### config.mk
export PLATFORM = sky130hd
export DESIGN_NAME = huffman_gen
export DESIGN_NICKNAME = d
export VERILOG_FILES = /design/src/rtl/huffman_pkg.sv /design/src/rtl/huffman_sort.sv /design/src/rtl/huffman_gen.sv
export SDC_FILE = /design/constraint.sdc
export NUM_CORES = 2
export LEC_CHECK = 0
export CORE_ASPECT_RATIO = 1.4
export CORE_MARGIN = 2
export CORE_UTILIZATION = 45
export DETAILED_ROUTE_END_ITERATION = 8
export DONT_BUFFER_PORTS = 1
export GPL_ROUTABILITY_DRIVEN = 1
export PLACE_DENSITY = 0.62
export SYNTH_ARGS = -nofsm -noshare
export SYNTH_HDL_FRONTEND = slang
export SYNTH_SLANG_ARGS = --single-unit
### constraint.sdc
create_clock -name clk -period 24.2 [get_ports clk]
set_clock_uncertainty 0.15 [all_clocks]
set_input_delay 2.42 -clock clk [delete_from_list [all_inputs] [get_ports clk]]
set_output_delay 2.42 -clock clk [all_outputs]
set_load 0.01 [all_outputs]
### src/rtl/huffman_pkg.sv
// Shared types and helpers for the Huffman code generator.
package huffman_pkg;

  typedef enum logic [2:0] {IDLE, READ, SORT, MERGE, OUT} state_t;

  // Node ids run 1..2*NSYM-1 (leaves, then merged nodes).
  function automatic int node_id_w(input int nsym);
    return $clog2(2 * nsym);
  endfunction

  // Retired-node sentinel: all-ones count and id, so it always sorts last.
  localparam logic [63:0] SENTINEL = '1;

endpackage

### src/rtl/huffman_sort.sv
// Combinational stable ascending sort of (id, count) pairs; ties go to the lower id.
module huffman_sort import huffman_pkg::*; #(
  parameter int NSYM  = 6,
  parameter int CNT_W = 8,
  parameter int IDW   = 4
) (
  input  logic [NSYM-1:0][IDW-1:0]   id_in,
  input  logic [NSYM-1:0][CNT_W-1:0] cnt_in,
  output logic [NSYM-1:0][IDW-1:0]   id_out,
  output logic [NSYM-1:0][CNT_W-1:0] cnt_out
);
  localparam int RW = $clog2(NSYM);

  logic [NSYM-1:0][RW-1:0] rank;

  // Rank on the {count, id} key; equal keys (sentinels) fall back to position.
  always_comb begin
    for (int i = 0; i < NSYM; i++) begin
      rank[i] = '0;
      for (int j = 0; j < NSYM; j++)
        if (({cnt_in[j], id_in[j]} < {cnt_in[i], id_in[i]}) ||
            (({cnt_in[j], id_in[j]} == {cnt_in[i], id_in[i]}) && (j < i)))
          rank[i] = rank[i] + 1'b1;
    end
  end

  always_comb begin
    id_out  = '0;
    cnt_out = '0;
    for (int r = 0; r < NSYM; r++)
      for (int i = 0; i < NSYM; i++)
        if (rank[i] == RW'(r)) begin
          id_out[r]  = id_in[i];
          cnt_out[r] = cnt_in[i];
        end
  end

endmodule

### src/rtl/huffman_gen.sv
// Frame-based Huffman code generator: count symbols, then sort/merge to build codes.
// Optional merge trace on CNT/CNT_valid via HUFFMAN_CNT_TRACE_EN.
module huffman_gen import huffman_pkg::*; #(
  parameter int NSYM   = 6,
  parameter int CNT_W  = 8,
  parameter int CODE_W = 8
) (
  input  logic                     clk,
  input  logic                     reset,
  input  logic                     gray_valid,
  input  logic [7:0]               gray_data,
  output logic                     CNT_valid,
  output logic [NSYM*CNT_W-1:0]    CNT,
  output logic                     code_valid,
  output logic [NSYM*CODE_W-1:0]   HC,
  output logic [NSYM*CODE_W-1:0]   M,
  output logic                     sym_err,
  output logic                     busy
);
  localparam int IDW = node_id_w(NSYM);
  localparam int DW  = $clog2(CODE_W + 1);
  localparam int KW  = $clog2(NSYM);
  localparam logic [IDW-1:0]   SENT_ID  = SENTINEL[IDW-1:0];
  localparam logic [CNT_W-1:0] SENT_CNT = SENTINEL[CNT_W-1:0];

  if (CODE_W < NSYM - 1) begin : g_code_w_chk
    $error("huffman_gen: CODE_W must be >= NSYM-1");
  end
  if (NSYM < 2 || NSYM > 16) begin : g_nsym_chk
    $error("huffman_gen: NSYM must be in 2..16");
  end

  state_t state, nstate;

  logic [NSYM-1:0][CNT_W-1:0]  cnt, node_cnt, srt_cnt, s_cnt;
  logic [NSYM-1:0][IDW-1:0]    node_id, srt_id, s_id, grp;
  logic [NSYM-1:0][CODE_W-1:0] code, mask, hc_hold, m_hold;
  logic [NSYM-1:0][DW-1:0]     dep;
  logic [KW-1:0]               mcnt;
  logic [1:0]                  vld_pipe;
  logic [CNT_W:0]              sum;
  logic [CNT_W-1:0]            sum_sat;
  logic [IDW-1:0]              new_id;
  logic                        sym_ok;

  huffman_sort #(.NSYM(NSYM), .CNT_W(CNT_W), .IDW(IDW)) u_sort (
    .id_in  (node_id),
    .cnt_in (node_cnt),
    .id_out (s_id),
    .cnt_out(s_cnt)
  );

  assign sym_ok  = (gray_data != 8'd0) && (gray_data <= 8'(NSYM));
  assign sum     = {1'b0, srt_cnt[0]} + {1'b0, srt_cnt[1]};
  assign sum_sat = sum[CNT_W] ? '1 : sum[CNT_W-1:0];
  assign new_id  = IDW'(NSYM + 1) + IDW'(mcnt);

  always_ff @(posedge clk or posedge reset)
    if (reset) state <= IDLE;
    else       state <= nstate;

  always_comb begin
    nstate = state;
    busy   = (state != IDLE);
    unique case (state)
      IDLE:    if (gray_valid) nstate = READ;
      READ:    if (!gray_valid) nstate = SORT;
      SORT:    nstate = MERGE;
      MERGE:   nstate = (mcnt == KW'(NSYM - 2)) ? OUT : SORT;
      OUT:     nstate = IDLE;
      default: nstate = IDLE;
    endcase
  end

  always_ff @(posedge clk or posedge reset)
    if (reset) begin
      cnt <= '0; node_cnt <= '0; srt_cnt <= '0; node_id <= '0; srt_id <= '0;
      grp <= '0; code <= '0; mask <= '0; dep <= '0; mcnt <= '0;
      hc_hold <= '0; m_hold <= '0; vld_pipe <= '0; sym_err <= 1'b0;
    end else begin
      // Two-stage strobe places code_valid 2*NSYM edges after the frame ends.
      vld_pipe <= {vld_pipe[0], state == OUT};
      unique case (state)
        IDLE: if (gray_valid) begin
          code <= '0; mask <= '0; dep <= '0;
          sym_err <= !sym_ok;
          for (int k = 0; k < NSYM; k++)
            cnt[k] <= (gray_data == 8'(k + 1)) ? CNT_W'(1) : '0;
        end
        READ: if (gray_valid) begin
          if (!sym_ok) sym_err <= 1'b1;
          for (int k = 0; k < NSYM; k++)
            if (gray_data == 8'(k + 1) && cnt[k] != '1) cnt[k] <= cnt[k] + 1'b1;
        end else begin
          node_cnt <= cnt;
          mcnt     <= '0;
          for (int k = 0; k < NSYM; k++) begin
            node_id[k] <= IDW'(k + 1);
            grp[k]     <= IDW'(k + 1);
          end
        end
        SORT: begin
          srt_id  <= s_id;
          srt_cnt <= s_cnt;
        end
        MERGE: begin
          node_id     <= srt_id;
          node_cnt    <= srt_cnt;
          node_id[0]  <= new_id;
          node_cnt[0] <= sum_sat;
          node_id[1]  <= SENT_ID;
          node_cnt[1] <= SENT_CNT;
          mcnt        <= mcnt + 1'b1;
          // Leaves under entry 0 get a 1, under entry 1 a 0, at their depth pointer.
          for (int k = 0; k < NSYM; k++)
            if (grp[k] == srt_id[0] || grp[k] == srt_id[1]) begin
              for (int b = 0; b < CODE_W; b++)
                if (dep[k] == DW'(b)) begin
                  code[k][b] <= (grp[k] == srt_id[0]);
                  mask[k][b] <= 1'b1;
                end
              dep[k] <= dep[k] + 1'b1;
              grp[k] <= new_id;
            end
        end
        OUT: begin
          hc_hold <= code;
          m_hold  <= mask;
        end
        default: ;
      endcase
    end

  assign code_valid = vld_pipe[1];
  assign HC         = code_valid ? hc_hold : '0;
  assign M          = code_valid ? m_hold  : '0;

`ifdef HUFFMAN_CNT_TRACE_EN
  assign CNT_valid = (state == MERGE);
  assign CNT       = CNT_valid ? srt_cnt : '0;
`else
  assign CNT_valid = 1'b0;
  assign CNT       = '0;
`endif

endmodule
==> metrics.txt <==
Nets around 3200; post-CTS setup buffer count 0; asr flop ratio synth 1.000; syn avg cell area roughly 9.5 um2; GRT overflow 0; fin crit share 0.3111; FILL cells about 5900; Residual DRC 0; RSZ-0062 raised after global routing no; most common cell after layout, fill and taps aside dfrtp_1; max_slew headroom 0.08686; initial antenna violation count 1; maximum clock frequency around 130 MHz; die height 303.9 um; antenna-violating nets left 0; Final min period roughly 7.5 ns; Die X around 220 um; Vias/cell 6.547; Core Region 63280 um2; Fin. Hold Viols 0; gr usage total 0.3213; GPL Wtd Cong 1.037; Unique masters post-synth 94; Critical Path Sink Type register; CTS buffer count 41; Resize count post-CTS 0; first-pass GRT wire length ~160000 um; CP max FO 21; HPWL Detailed between 70000 and 80000 um; die area between 60000 and 70000 um2; clock transition at the registers of the reported paths about 0.070 ns; layout cells sized above 1 0.1020; max-cap violations 0; CTS tree done; synthesized area 28900 um2; Slew Viols, Final 0; Root Buffer clkbuf_16; Clk Latency, worst-skew pair roughly 0.57 ns; clock sinks between 400 and 500; Worst Hold Class register to register; area delta synth->final 6.970%; CTS Hold Bufs 0; Critical Path RT around 24 ns; first-pass iteration count of the detailed router 6; worst-case clock buffer depth 3; I/O Buffers 0; Critical Path AT between 7 and 8 ns; YS warnings 0; H-tree levels 2; Avg WL per Cell around 28 um; final wirelength 108700 um; Starting Density 0.4567; vias post-DR around 25000; Yosys reg bits around 440; Final Setup Violations 0; post-synthesis cell count between 3000 and 4000; Critical Path Start Type register; total negative slack 0 ns; Top FF cell, synth dfrtp_1; Iter 0 DRT Violations roughly 2700; CP Class register to register; commonest non-fill, non-tap cells in the layout dfrtp_1 (438), nand2_1 (300), ha_1 (247); largest net degree at the start of global routing 102; Seq/Total Area, Yosys 0.3801; Post-synth EDFFs 0; Std-Cell Rows 109; Slew @ Worst Pin 1.365 ns; vias in the first global route 24511; IO Pins between 150 and 200; status complete, no violations
worst max-delay path, cell delays in order (launching register included):
cell,delay [ns]
dfrtp_1,0.80
inv_1,0.50
ha_1,0.44
and4_1,0.22
nand3_1,0.32
a21oi_1,0.59
nor2_1,0.34
o21ai_0,0.26
inv_1,0.09
ha_1,0.34
xnor2_2,0.28
ha_1,0.29
a21oi_1,0.21
nor2_1,0.07
ha_1,0.29
nand2_1,0.06
o31ai_2,0.20
nand3_1,0.95
and2_1,0.63
o211ai_1,0.19
a31oi_1,0.14
cells in the mapped netlist (all sizes together), types with 29 or more instances:
library cell,number,area (um2)
clkbuf,120,450.4
xor2,76,665.6
nor4,32,200.2
mux2,116,1306
o22ai,96,600.6
or3,29,186.4
and2,113,709.4
buf,88,569.3
dfrtp,439,10990
o211ai,54,455.4
a21o,53,397.9
a21oi,173,884.6
ha,247,3090
a32o,39,390.4
nor3,47,265.3
o21ai,61,305.3
a31oi,105,678.2
nand2,300,1126
nand4,62,387.9
nand3,85,430.4
inv,125,469.2
xnor2,32,295.3
o31ai,38,295.3
nor2,188,720.7
registers in the layout, indices dropped and copies added (netlist names):
name / cells
cnt: 48
code: 48
dep: 24
grp: 24
hc_hold: 48
m_hold: 48
mask: 48
mcnt: 3
node_cnt: 48
node_id: 22
srt_cnt: 48
srt_id: 24
state: 3
sym_err: 1
vld_pipe: 2
area by class of cell:
| cell class | instances | area (um2) | area share |
|---|---|---|---|
| timing repair buffer | 41 | 307.8 | 0.009956 |
| clock buffer | 52 | 1139 | 0.03683 |
| multi-input combinational | 2322 | 16680 | 0.5396 |
| clock inverter | 20 | 276.5 | 0.008944 |
| antenna | 2 | 5.005 | 0.0001619 |
| tap | 832 | 1041 | 0.03367 |
| sequential | 439 | 10990 | 0.3554 |
| inverter | 125 | 476.7 | 0.01542 |
per-layer routing:
layer  track usage  wire (um)  vias to the layer above
met5             0          0                        -
met2        0.5263      50630                     1300
met1        0.3848      40830                    12332
li1              -          -                    11035
met3       0.04858       8013                      427
met4        0.2261       9196                        0
per-stage QoR:
step,cell area [um2],util,hold WS [ns],setup slack [ns],instances
final,30910,0.4885,0.2035,16.67,3833
after global routing,30910,0.4885,0.2194,16.73,3831
after CTS,30910,0.4885,0.2060,16.95,3831
after detailed placement,29490,0.4661,0.1904,17.00,3759
after global placement,29490,0.4661,0.1839,16.87,3759
after floorplan,29080,-,0.1812,9.400,3094
logic make-up after synthesis:
family	after synthesis	synth area share
other cells	1	0.0001298
xor+xnor	122	0.04433
simple gates	967	0.1673
buf+inv	333	0.05152
compound gates	810	0.2003
flops	439	0.3801
mux	126	0.04866
fa+ha+maj	248	0.1076
path summary, 6_finish.rpt:
check | from | end | slack, ns | cells after the start
max reg2reg | node_cnt[15] | srt_cnt[31] | 16.67 | 20
min in group asynchronous | reset | srt_id[23] | 1.68 | 1
max | node_cnt[15] | srt_cnt[31] | 16.67 | 20
min | vld_pipe[0] | vld_pipe[1] | 0.20 | 0
min reg2reg | vld_pipe[0] | vld_pipe[1] | 0.20 | 0
max in group asynchronous | reset | hc_hold[37] | 19.16 | 4
Power is left out: the tool's default activity adds up to more than one toggle a clock period on the data nets, which glitch-free logic cannot reach.
